**config.mk**
```make
export PLATFORM = sky130hd
export DESIGN_NAME = multicycle_ctrl
export DESIGN_NICKNAME = d
export VERILOG_FILES = /design/src/rtl/cpu_pkg.sv /design/src/rtl/multicycle_ctrl.sv
export SDC_FILE = /design/constraint.sdc
export NUM_CORES = 1
export LEC_CHECK = 0
export ABC_AREA = 1
export BUFFER_PORTS_ARGS = -buffer_cell sky130_fd_sc_hd__buf_2
export CORE_MARGIN = 2
export CORE_UTILIZATION = 47
export CTS_CLUSTER_DIAMETER = 30
export CTS_CLUSTER_SIZE = 16
export DETAILED_ROUTE_END_ITERATION = 12
export PLACE_DENSITY = 0.83
export SETUP_SLACK_MARGIN = 0.05
export SYNTH_ARGS = -nofsm -noshare
export SYNTH_HDL_FRONTEND = slang
export SYNTH_SLANG_ARGS = --single-unit
export TNS_END_PERCENT = 30
```
**constraint.sdc**
```tcl
create_clock -name clk -period 1.9 [get_ports clk]
set_input_delay 0 -clock clk [delete_from_list [all_inputs] [get_ports clk]]
set_output_delay 0 -clock clk [all_outputs]
set_load 0.01 [all_outputs]
```
**src/rtl/cpu_pkg.sv**
```systemverilog
// Shared encodings for the multi-cycle 16-bit core: opcodes, FSM states, PC source and ALU codes.
package cpu_pkg;

   typedef enum logic [2:0] {
      S_FETCH  = 3'd0,
      S_DECODE = 3'd1,
      S_EXEC   = 3'd2,
      S_MEM    = 3'd3,
      S_WB     = 3'd4,
      S_HALT   = 3'd5
   } state_t;

   localparam logic [3:0] OP_ADDI = 4'h8;
   localparam logic [3:0] OP_LW   = 4'h9;
   localparam logic [3:0] OP_SW   = 4'hA;
   localparam logic [3:0] OP_BEQ  = 4'hB;
   localparam logic [3:0] OP_JMP  = 4'hC;
   localparam logic [3:0] OP_ILL  = 4'hD;
   localparam logic [3:0] OP_NOP  = 4'hE;
   localparam logic [3:0] OP_HLT  = 4'hF;

   localparam logic [1:0] PC_INC = 2'd0;
   localparam logic [1:0] PC_REL = 2'd1;
   localparam logic [1:0] PC_ABS = 2'd2;

   localparam logic [3:0] ALU_ADD = 4'h0;
   localparam logic [3:0] ALU_SUB = 4'h1;

   function automatic logic is_rtype(input logic [3:0] op);
      return ~op[3];
   endfunction

endpackage

```
**src/rtl/multicycle_ctrl.sv**
```systemverilog
// Multi-cycle FETCH/DECODE/EXEC/MEM/WB sequencer; strobes decode from the registered state,
// memory handshakes complete combinationally on mem_ready, and a wait counter faults stuck accesses.
module multicycle_ctrl
   import cpu_pkg::*;
#(
   parameter int OPW    = 4,
   parameter int MEM_TO = 15
) (
   input  logic        clk,
   input  logic        rst,
   input  logic [15:0] instr,
   input  logic        mem_ready,
   input  logic        zero_flag,
   output logic        imem_req,
   output logic        ir_we,
   output logic        pc_we,
   output logic [1:0]  pc_src,
   output logic [3:0]  alu_op,
   output logic        alu_src_imm,
   output logic        dmem_req,
   output logic        dmem_we,
   output logic        rf_we,
   output logic        wb_sel,
   output logic        halted,
   output logic        fault,
   output logic [2:0]  state
);

   localparam int CW = (MEM_TO > 1) ? $clog2(MEM_TO + 1) : 1;

   state_t         state_q, state_d;
   logic [OPW-1:0] op_q;
   logic [3:0]     op4;
   logic [CW-1:0]  wait_cnt;
   logic           fault_q, fault_set, waiting, timed_out;

   logic       imem_req_c, ir_we_c, pc_we_c, alu_src_imm_c;
   logic       dmem_req_c, dmem_we_c, rf_we_c, wb_sel_c;
   logic [1:0] pc_src_c;
   logic [3:0] alu_op_c;

   assign op4       = 4'(op_q);
   assign timed_out = (MEM_TO > 0) && (wait_cnt == CW'(MEM_TO - 1));

   always_comb begin
      state_d       = state_q;
      imem_req_c    = 1'b0;
      ir_we_c       = 1'b0;
      pc_we_c       = 1'b0;
      pc_src_c      = PC_INC;
      alu_op_c      = ALU_ADD;
      alu_src_imm_c = 1'b0;
      dmem_req_c    = 1'b0;
      dmem_we_c     = 1'b0;
      rf_we_c       = 1'b0;
      wb_sel_c      = 1'b0;
      fault_set     = 1'b0;
      waiting       = 1'b0;
      case (state_q)
         S_FETCH: begin
            imem_req_c = 1'b1;
            if (mem_ready) begin
               ir_we_c = 1'b1;
               pc_we_c = 1'b1;
               state_d = S_DECODE;
            end else begin
               waiting = 1'b1;
               if (timed_out) begin
                  state_d   = S_HALT;
                  fault_set = 1'b1;
               end
            end
         end
         S_DECODE: begin
            if (op4 == OP_HLT) begin
               state_d = S_HALT;
            end else if (op4 == OP_ILL) begin
               state_d   = S_HALT;
               fault_set = 1'b1;
            end else begin
               state_d = S_EXEC;
            end
         end
         S_EXEC: begin
            state_d = S_FETCH;
            if (is_rtype(op4)) begin
               alu_op_c = op4;
               state_d  = S_WB;
            end else begin
               case (op4)
                  OP_ADDI: begin
                     alu_src_imm_c = 1'b1;
                     state_d       = S_WB;
                  end
                  OP_LW, OP_SW: begin
                     alu_src_imm_c = 1'b1;
                     state_d       = S_MEM;
                  end
                  OP_BEQ: begin
                     alu_op_c = ALU_SUB;
                     if (zero_flag) begin
                        pc_we_c  = 1'b1;
                        pc_src_c = PC_REL;
                     end
                  end
                  OP_JMP: begin
                     pc_we_c  = 1'b1;
                     pc_src_c = PC_ABS;
                  end
                  default: ;
               endcase
            end
         end
         S_MEM: begin
            dmem_req_c = 1'b1;
            dmem_we_c  = (op4 == OP_SW);
            if (mem_ready) begin
               state_d = (op4 == OP_LW) ? S_WB : S_FETCH;
            end else begin
               waiting = 1'b1;
               if (timed_out) begin
                  state_d   = S_HALT;
                  fault_set = 1'b1;
               end
            end
         end
         S_WB: begin
            rf_we_c  = 1'b1;
            wb_sel_c = (op4 == OP_LW);
            state_d  = S_FETCH;
         end
         S_HALT:  ;
         default: state_d = S_FETCH;
      endcase
   end

   // Wait count restarts whenever the access completes or the state is left.
   always_ff @(posedge clk) begin
      if (rst) begin
         state_q  <= S_FETCH;
         op_q     <= OPW'(OP_NOP);
         wait_cnt <= '0;
         fault_q  <= 1'b0;
      end else begin
         state_q  <= state_d;
         if (ir_we_c) op_q <= instr[15 -: OPW];
         wait_cnt <= (waiting && state_d == state_q) ? wait_cnt + 1'b1 : '0;
         if (fault_set) fault_q <= 1'b1;
      end
   end

   assign imem_req    = imem_req_c & ~rst;
   assign ir_we       = ir_we_c & ~rst;
   assign pc_we       = pc_we_c & ~rst;
   assign pc_src      = rst ? PC_INC : pc_src_c;
   assign alu_op      = rst ? ALU_ADD : alu_op_c;
   assign alu_src_imm = alu_src_imm_c & ~rst;
   assign dmem_req    = dmem_req_c & ~rst;
   assign dmem_we     = dmem_we_c & ~rst;
   assign rf_we       = rf_we_c & ~rst;
   assign wb_sel      = wb_sel_c & ~rst;
   assign halted      = (state_q == S_HALT) & ~rst;
   assign fault       = fault_q & ~rst;
   assign state       = rst ? 3'd0 : state_q;

endmodule

```
After elaboration in Yosys (flattened, before gate mapping)

Cells that the tools add are included.

Flip-flop bits (word level): 12
Word-level logic and storage cells: 77
Input port bits: 20

Bitwise logic cells: 12
Reductions and logical operators: 6
Eq/ne operators: 14
$add $sub $neg: 1
Multiplexer cells: 40

Operator list:

| kind                                          | count |
|---|---|
| == test 4 bit, second input constant          | 8 |
| 2-to-1 mux 3 bit                              | 10 |
| 2-to-1 mux 1 bit                              | 20 |
| case mux 3 bit (5 select lines)               | 1 |
| AND 1 bit                                     | 10 |
| == test 3 x 2 -> 1 bit, second input constant | 2 |
| == test 3 bit, second input constant          | 2 |
| 2-to-1 mux 2 bit                              | 3 |
| case mux 1 bit (2 select lines)               | 3 |
| case mux 3 bit (2 select lines)               | 1 |
| OR reduction 2 bit                            | 3 |
| adder 4 x 1 -> 4 bit, second input constant   | 1 |
| 2-to-1 mux 4 bit                              | 1 |
| case mux 2 bit (2 select lines)               | 1 |
| == test 3 x 1 -> 1 bit, second input constant | 1 |
| == test 3 bit                                 | 1 |
| zero test 3 bit                               | 1 |
| OR reduction 3 bit                            | 1 |
| NOT 1 bit                                     | 2 |
| logical AND 1 bit                             | 1 |

Longest topological paths before layout

Gate-level depths: netlist of run 1.

Depth in word-level cells: 9
Depth in mapped cells: 9

Worst setup path before layout of run 1

Ideal clock, no wire load.

Kind: flip-flop to flip-flop
Start point: reg wait_cnt[0]
End point: reg wait_cnt[2]
Arrival: 1,034 ps
Setup slack: 750 ps
Clock period less this slack: 1,150 ps
Cell stages (with the launch flop): 10
Setup time: 116 ps
Buffers on the path: 0
Cells stage by stage: dfxtp_1 -> inv_1 -> ha_1 -> nand3_1 -> nor2_1 -> nand2_2 -> nand4_1 -> nand2_1 -> nand2_2 -> nor2_1

Cells in the longest elaborated chain, start to end: 8
Elaborated cells between the ends (all ways): 10
Classes of those cells: add/sub: 1; eq/ne: 2; mux: 4; bitwise: 1; reduce/logical: 2

RTL lines:

| what                                | line                                          | text |
|---|---|---|
| start, declared                     | multicycle_ctrl.sv:34                         | `logic [CW-1:0] wait_cnt;` |
| start signal, assigned              | multicycle_ctrl.sv:147                        | `wait_cnt <= (waiting && state_d == state_q) ? wait_cnt + 1'b1 : '0;` |
| == test 4 bit                       | multicycle_ctrl.sv:43                         | `assign timed_out = (MEM_TO > 0) && (wait_cnt == CW'(MEM_TO - 1));` |
| 2-to-1 mux 3 bit                    | multicycle_ctrl.sv:68, multicycle_ctrl.sv:121 |  |
| 2-to-1 mux 3 bit (on tied branches) | multicycle_ctrl.sv:117, multicycle_ctrl.sv:62 |  |
| case mux 3 bit (5 select lines)     | multicycle_ctrl.sv:59                         | `case (state_q)` |
| == test 3 bit                       | multicycle_ctrl.sv:147                        |  |
| logical AND 1 bit                   | multicycle_ctrl.sv:147                        |  |
| NOT 1 bit (no source line)          | --                                            |  |
| OR reduction 2 bit (no source line) | --                                            |  |

Parallel ways exist; a longest one is shown, timed or not.
A chain may end at the register's enable or synchronous reset.

Worst setup path in the final report of run 1

Start point: reg state_q[1]
End point: out alu_op[0]

Cells in the longest elaborated chain, start to end: 3

RTL lines:

| what                   | line                   | text |
|---|---|---|
| start, declared        | multicycle_ctrl.sv:31  | `state_t state_q, state_d;` |
| start signal, assigned | multicycle_ctrl.sv:145 | `state_q <= state_d;` |
| == test 3 x 2 -> 1 bit | multicycle_ctrl.sv:59  |  |
| 2-to-1 mux 3 bit       | multicycle_ctrl.sv:59  |  |
| 2-to-1 mux 4 bit       | multicycle_ctrl.sv:156 | `assign alu_op = rst ? ALU_ADD : alu_op_c;` |
| end, declared          | multicycle_ctrl.sv:18  | `output logic [3:0] alu_op,` |

Every way passes these cells.

==> flow_metrics.py, run 1 <==
metrics = {
    "worst_setup_path": {
        "endpoint": "alu_op[0]",
        "timing.critical_path.slowest_stage_cell": "sky130_fd_sc_hd__dfxtp_1",
        "r2r-end": "wait_cnt[0]",
        "path_cells": "nand2_1 -> nor2_2 -> nand2_1 -> a211oi_2 -> buf_2",
        "ff2ff_setup_slack_ns": 0.59,
        "worst_setup_path_startpoint": "state_q[1]",
        "depth_of_the_most_critical_reg_to_reg_path": 9,
        "cp_data_arrival_time_ns": 1.59,
        "timing.critical_path.slowest_cell_delay_ns": 0.47,
        "cp_max_fanout": 7,
        "cp-end-kind": "output pin",
        "rr_startpoint": "wait_cnt[0]",
        "path_class": "reg -> out",
        "timing.critical_path.mode_cell": "sky130_fd_sc_hd__nand2_1",
        "worstPathRequired_ns": 1.90,
        "startpoint_type": "register",
    },
    "final_layout": {
        "finish.cell_count_without_fillers": 163,
        "area_occupied_by_multi_input_gates_sq_um": 454,
        "layout.nets": 170,
        "final.fill_count": 149,
        "area.sequential_sq_um": 240,
        "antenna_cells_inserted": 0,
        "fraction_of_layout_instances_using_a_drive_strength_above_1_pct": 27.9,
        "synthToLayoutAreaGrowth_pct": 26.1,
    },
    "floorplan": {
        "floorplan.die.width_microns": 44.5,
        "initial_utilization_pct": 50.6,
        "floorplan.die_area_sq_mm": 0.00198,
        "die_height_microns": 44.5,
        "core_sq_mm": 0.00152,
        "io-pin-count": 39,
        "floorplan.rows": 14,
    },
    "sta": {
        "hold_viol": 0,
        "slew_violations": 0,
        "timing.setup.tns_ns": 0,
        "largest_clock_skew_in_the_final_design_ns": 0.00321,
        "finalWorstPathRequiredPeriod_ns": 1.59,
        "setup_ws_ns": 0.313,
        "fin_crit_sh_pct": 83.5,
        "setup_violations": 0,
        "grt_setup_unrepaired": "no",
        "fmax_mhz": 630,
    },
    "clocking": {
        "clkSlewWorstSetupHoldPaths_ns": 0.08,
        "cts.htree.levels": 1,
        "postCtsSetupBuffers": 0,
        "clk-insertion-delay-late_ns": 0.29,
        "cts-resized-gates": 0,
        "tritoncts": "done",
        "max-clock-path-buffers": 2,
        "cts-buffers-inserted": 3,
        "ctsRootBufferMaster": "sky130_fd_sc_hd__clkbuf_4",
        "cts_num_sinks": 12,
    },
    "grt": {
        "gr_ovfl_total": 0,
        "grt_max_degree": 17,
        "grt_first_pass_wirelength_mm": 3.01,
        "global_route.usage.total_pct": 20.9,
        "antenna_found_initial": 0,
        "first_global_vias": 747,
    },
    "power": {
        "maximum_vdd_drop_mv": 0.534,
        "power-per-cell-area_mw_per_mm2": 691,
        "p_leak_uw": 0.000508,
    },
    "detailed_routing": {
        "vias_per_cell": 5.19,
        "firstDrtPassIters": 4,
        "drt_first_iter_violations": 19,
        "count_of_unresolved_drc_violations_after_routing": 0,
        "ant_nets": 0,
        "totalWireLength_mm": 1.80,
        "dr_total_vias": 846,
        "route.detailed.wl_per_inst_microns": 11.1,
    },
    "synth": {
        "yosysTopAreaCellShare_pct": 31.2,
        "synth_ff_type": "sky130_fd_sc_hd__dfxtp_1",
        "ys_types": 29,
        "syn_area_per_cell_sq_um": 6.53,
        "async_flop_share_pct": 0,
        "synth.yosys.seq_area_share_pct": 31.2,
        "synth_warnings": 0,
        "yosysTopAreaCell": "sky130_fd_sc_hd__dfxtp_1",
        "postSynthCellCount": 118,
        "number_of_flops_mapped_to_enable_cells_by_yosys": 0,
        "mappedNetlistNets": 140,
        "synth_seq_cells": 12,
        "yosys-top-cells-area": "sky130_fd_sc_hd__dfxtp_1 31%, sky130_fd_sc_hd__nand2_1 11%, sky130_fd_sc_hd__nor2_1 11%",
        "synth.cell_area_sq_um": 771,
    },
    "placement": {
        "pre_cts_slack_ns": 0.599,
        "buffers_added_on_ports": 25,
        "dp_hpwl_mm": 1.40,
        "dpl.cell_count": 155,
        "gp_routability_congestion": 0.821,
    },
    "flow_run": {
        "drv.max_cap_violation_count": 0,
    },
    "run_status": {
        "run_status": "finished, final reports clean",
    },
    "worst_hold_path": {
        "timing.hold.worst.class": "in -> reg",
        "hp-start": "mem_ready",
    },
}
==> Yosys cell counts, types with 2 or more instances <==
cell type / number
sky130_fd_sc_hd__nand2_1: 23
sky130_fd_sc_hd__nor2_1: 23
sky130_fd_sc_hd__dfxtp_1: 12
sky130_fd_sc_hd__inv_1: 12
sky130_fd_sc_hd__nand3_1: 8
sky130_fd_sc_hd__a21oi_1: 3
sky130_fd_sc_hd__inv_2: 3
sky130_fd_sc_hd__nand4_1: 3
sky130_fd_sc_hd__nor3_1: 3
sky130_fd_sc_hd__a31oi_1: 2
sky130_fd_sc_hd__clkbuf_1: 2
sky130_fd_sc_hd__ha_1: 2
sky130_fd_sc_hd__nand2_2: 2
sky130_fd_sc_hd__nand2_4: 2
sky130_fd_sc_hd__nor2_2: 2
sky130_fd_sc_hd__nor4_1: 2
sky130_fd_sc_hd__o211ai_1: 2
==> through the flow <==
stage                     hold WS [ns]  power, uW  instance area [sq um]  util [%]
after floorplan                  0.126        416                    771         -
after global placement           0.211        449                    896      58.8
after detailed placement         0.223        456                    896      58.8
after CTS                       0.0778        673                    972      63.8
after global routing             0.116        706                    972      63.8
final                           0.0730        672                    972      63.8
==> where the power goes <==
part | internal [uW] | switching (uW) | total (uW)
Sequential | 270 | 24.7 | 294
Combinational | 58.2 | 105 | 163
Clock | 117 | 97.6 | 215
==> critical path, delay by kind of cell, from the launching register on <==
family          cells  cell delay (ns)
simple gates        3             0.47
compound gates      1             0.19
buf+inv             1             0.17
flops               1             0.47
==> layer usage <==
| layer | global-route usage [%] | wire (microns) | vias up |
|---|---|---|---|
| met5 | 0 | 0 | - |
| met4 | 12.7 | 42 | 0 |
| met3 | 2.45 | 89 | 5 |
| met2 | 35.9 | 891 | 21 |
| met1 | 24.4 | 781 | 382 |
| li1 | - | - | 438 |
==> cells in the final DEF, fill, tap and decap left out, types with 3 or more instances in the layout <==
master and instances:
sky130_fd_sc_hd__a21oi_1 3, sky130_fd_sc_hd__buf_2 25, sky130_fd_sc_hd__clkbuf_4 3, sky130_fd_sc_hd__dfxtp_1 12, sky130_fd_sc_hd__dlygate4sd3_1 4, sky130_fd_sc_hd__inv_1 12
sky130_fd_sc_hd__inv_2 3, sky130_fd_sc_hd__nand2_1 23, sky130_fd_sc_hd__nand3_1 8, sky130_fd_sc_hd__nand4_1 3, sky130_fd_sc_hd__nor2_1 23, sky130_fd_sc_hd__nor3_1 3
==> layout make-up <==
cell class / instances / area share (%)
clock buffer: 4 / 3.73
timing repair buffer: 29 / 17.0
sequential: 12 / 24.7
tap: 16 / 2.06
inverter: 15 / 5.79
multi-input combinational: 87 / 46.7
==> flip-flops by register name, summed over array words and instances (netlist names) <==
register,count
op4,4
wait_cnt,4
state_q,3
fault_q,1
==> kinds of logic after synthesis <==
| kind of cell | after synthesis | synth area share, % |
|---|---|---|
| and+or+nand+nor | 73 | 45.1 |
| buffers and inverters | 19 | 9.90 |
| DFF | 12 | 31.2 |
| AOI/OAI and AO/OA | 9 | 7.79 |
| xor gates and xnor gates | 2 | 2.27 |
| adders and majority gates | 2 | 3.25 |
| other | 1 | 0.487 |
==> worst min-delay path by stage <==
stage                   end  slack [ns]  cells past startpoint
floorplan            op4[3]        0.13                      2
global route        fault_q        0.12                      4
detailed placement   op4[2]        0.22                      3
global placement     op4[3]        0.21                      3
finish              fault_q        0.07                      4
CTS                 fault_q        0.08                      4
==> repair_timing <==
item | in CTS | in global routing
setup endpoints to repair | 0 | 0
hold buffers | 4 | 0
endpoints found under the hold margin | 4 | 0
No activity file was read; power rests on OpenSTA's default activity.
==> inputs of run 2 (changes only) <==
CORE_UTILIZATION = 40   (was 47)
PLACE_DENSITY = 0.75   (was 0.83)
clock period = 1.4 ns   (was 1.9 ns; I/O delays follow)
==> run 2 against run 1 <==
Global-route usage shrank 1.5 points. Sequential share of layout area shrank 2.4 points. Combinational power grew 86%.
==> flow_metrics.py, run 2 (same netlist as run 1, synthesis figures left out) <==
metrics = {
    "sta": {
        "fin_crit_sh_pct": 99.9,
        "fmax_mhz": 715,
        "grt_setup_unrepaired": "yes",
        "slew_violations": 0,
        "hold_viol": 0,
        "timing.setup.tns_ns": 0,
        "largest_clock_skew_in_the_final_design_ns": 0.00101,
        "finalWorstPathRequiredPeriod_ns": 1.40,
        "setup_violations": 0,
    },
    "floorplan": {
        "core_sq_mm": 0.00176,
        "io-pin-count": 39,
        "initial_utilization_pct": 43.7,
        "floorplan.rows": 15,
        "floorplan.die.width_microns": 47.9,
        "die_height_microns": 47.9,
        "floorplan.die_area_sq_mm": 0.00229,
    },
    "final_layout": {
        "layout.nets": 183,
        "layout_commonest_cell": "sky130_fd_sc_hd__buf_2",
        "finish.cell_count_without_fillers": 185,
        "finish.instance_area_sq_mm": 0.00116,
        "most-common-layout-cells": "25 x sky130_fd_sc_hd__buf_2, 21 x sky130_fd_sc_hd__nor2_1, 19 x sky130_fd_sc_hd__nand2_1",
        "synthToLayoutAreaGrowth_pct": 50.3,
        "fraction_of_layout_instances_using_a_drive_strength_above_1_pct": 45.6,
        "antenna_cells_inserted": 0,
    },
    "detailed_routing": {
        "route.detailed.wl_per_inst_microns": 12.7,
        "dr_total_vias": 950,
        "count_of_unresolved_drc_violations_after_routing": 0,
        "totalWireLength_mm": 2.34,
        "vias_per_cell": 5.14,
        "drt_first_iter_violations": 23,
        "ant_nets": 0,
        "firstDrtPassIters": 5,
    },
    "power": {
        "power.share.sequential_pct": 41.1,
        "power-per-cell-area_mw_per_mm2": 864,
        "switching_share_pct": 34.7,
        "clock_power_share_pct": 28.7,
        "maximum_vdd_drop_mv": 0.575,
        "pwr-share-comb_pct": 30.2,
        "internal-power_uw": 654,
        "p_leak_uw": 0.000582,
        "power.switching_uw": 347,
    },
    "grt": {
        "gr_ovfl_total": 0,
        "antenna_found_initial": 0,
        "first_global_vias": 753,
        "grt_first_pass_wirelength_mm": 3.06,
        "grt_max_degree": 17,
        "global_route.usage.total_pct": 19.4,
    },
    "flow_run": {
        "drv.max_cap_violation_count": 0,
    },
    "clocking": {
        "clk-insertion-delay-late_ns": 0.28,
        "ctsRootBufferMaster": "sky130_fd_sc_hd__clkbuf_4",
        "cts.htree.levels": 1,
        "cts_num_sinks": 12,
        "tritoncts": "done",
        "cts-buffers-inserted": 3,
        "clkSlewWorstSetupHoldPaths_ns": 0.08,
        "max-clock-path-buffers": 2,
    },
    "placement": {
        "dpl.cell_count": 165,
        "dp_hpwl_mm": 1.38,
        "buffers_added_on_ports": 25,
        "gp_routability_congestion": 0.791,
        "dpl_cell_area_sq_um": 915,
    },
    "worst_setup_path": {
        "cp-end-kind": "output pin",
        "path_class": "reg -> out",
        "worstPathRequired_ns": 1.40,
        "depth_of_the_most_critical_reg_to_reg_path": 7,
        "cp_data_arrival_time_ns": 1.40,
        "startpoint_type": "register",
        "cp_max_fanout": 5,
    },
    "run_status": {
        "run_status": "finished, final reports clean",
    },
    "worst_hold_path": {
        "min_delay_path_depth": 4,
        "timing.hold.worst.class": "in -> reg",
    },
}
[run 2: cell types whose count changed in the layout (fill, tap and decap cells not counted), moves of 3 or more]
| cell | before | now |
|---|---|---|
| sky130_fd_sc_hd__dfxtp_4 | 0 | 4 |
| sky130_fd_sc_hd__dfxtp_1 | 12 | 5 |
| sky130_fd_sc_hd__nand2_1 | 23 | 19 |
| sky130_fd_sc_hd__buf_4 | 0 | 11 |
| sky130_fd_sc_hd__dfxtp_2 | 0 | 3 |
| sky130_fd_sc_hd__inv_1 | 12 | 8 |
[run 2: worst max-delay path, stage by stage, from the launching register on]
cell and delay [ns]:
sky130_fd_sc_hd__dfxtp_4 0.39, sky130_fd_sc_hd__buf_6 0.12, sky130_fd_sc_hd__nand4_1 0.13, sky130_fd_sc_hd__buf_4 0.18, sky130_fd_sc_hd__nor2_2 0.14, sky130_fd_sc_hd__buf_2 0.16
[run 2: cell type report]
| cell class | count | area [sq um] |
|---|---|---|
| well taps | 25 | 31.3 |
| clock buffers | 4 | 36.3 |
| fillers | 155 | 606 |
| repair buffers | 42 | 270 |
| multi-input cells | 87 | 500 |
| inverters | 15 | 61.3 |
| flip-flops and latches | 12 | 259 |
[run 2: timing repair]
action                                  CTS  global route
hold endpoints to repair                  4             0
pin swaps                                 3             6
resized for setup                         9            22
buffers inserted                          5             7
gates cloned                              0             0
hold buffers                              4             0
endpoints found under the setup margin    9            16
[run 2: per-layer routing]
layer	part of all wire (%)	wire [microns]	track usage, %
met5	0	0	0
met4	4.1	96	11.9
met3	7.6	177	4.15
met2	48	1130	30.1
met1	40	941	24.4
[run 2: through the flow]
| stage | utilization, % | setup WS (ns) | hold slack (ns) | total power (uW) |
|---|---|---|---|---|
| finish | 65.7 | 0.00197 | 0.0728 | 1000 |
| global route | 65.7 | -0.0185 | 0.0887 | 1050 |
| CTS | 59.8 | 0.0416 | 0.0701 | 941 |
| detailed placement | 51.8 | 0.0895 | 0.226 | 623 |
| global placement | 51.8 | 0.108 | 0.216 | 617 |
| floorplan | - | 0.250 | 0.126 | 565 |
[run 2: path summary, 6_finish.rpt]
check                            startpoint     endpoint  slack [ns]
worst max-delay path                 op4[3]    pc_src[1]       0.002
worst min-delay path              mem_ready      fault_q        0.07
worst max register to register   state_q[0]  wait_cnt[2]        0.10
worst min register to register  wait_cnt[0]  wait_cnt[0]        0.44
[run 2: power groups by stage]
| stage | sequential, uW | clock (uW) | combinational, uW |
|---|---|---|---|
| after detailed placement | 405 | 0 | 219 |
| after CTS | 401 | 290 | 250 |
| after floorplan | 395 | 0 | 170 |
| after global routing | 414 | 305 | 334 |
| after global placement | 402 | 0 | 215 |
| final | 412 | 287 | 303 |
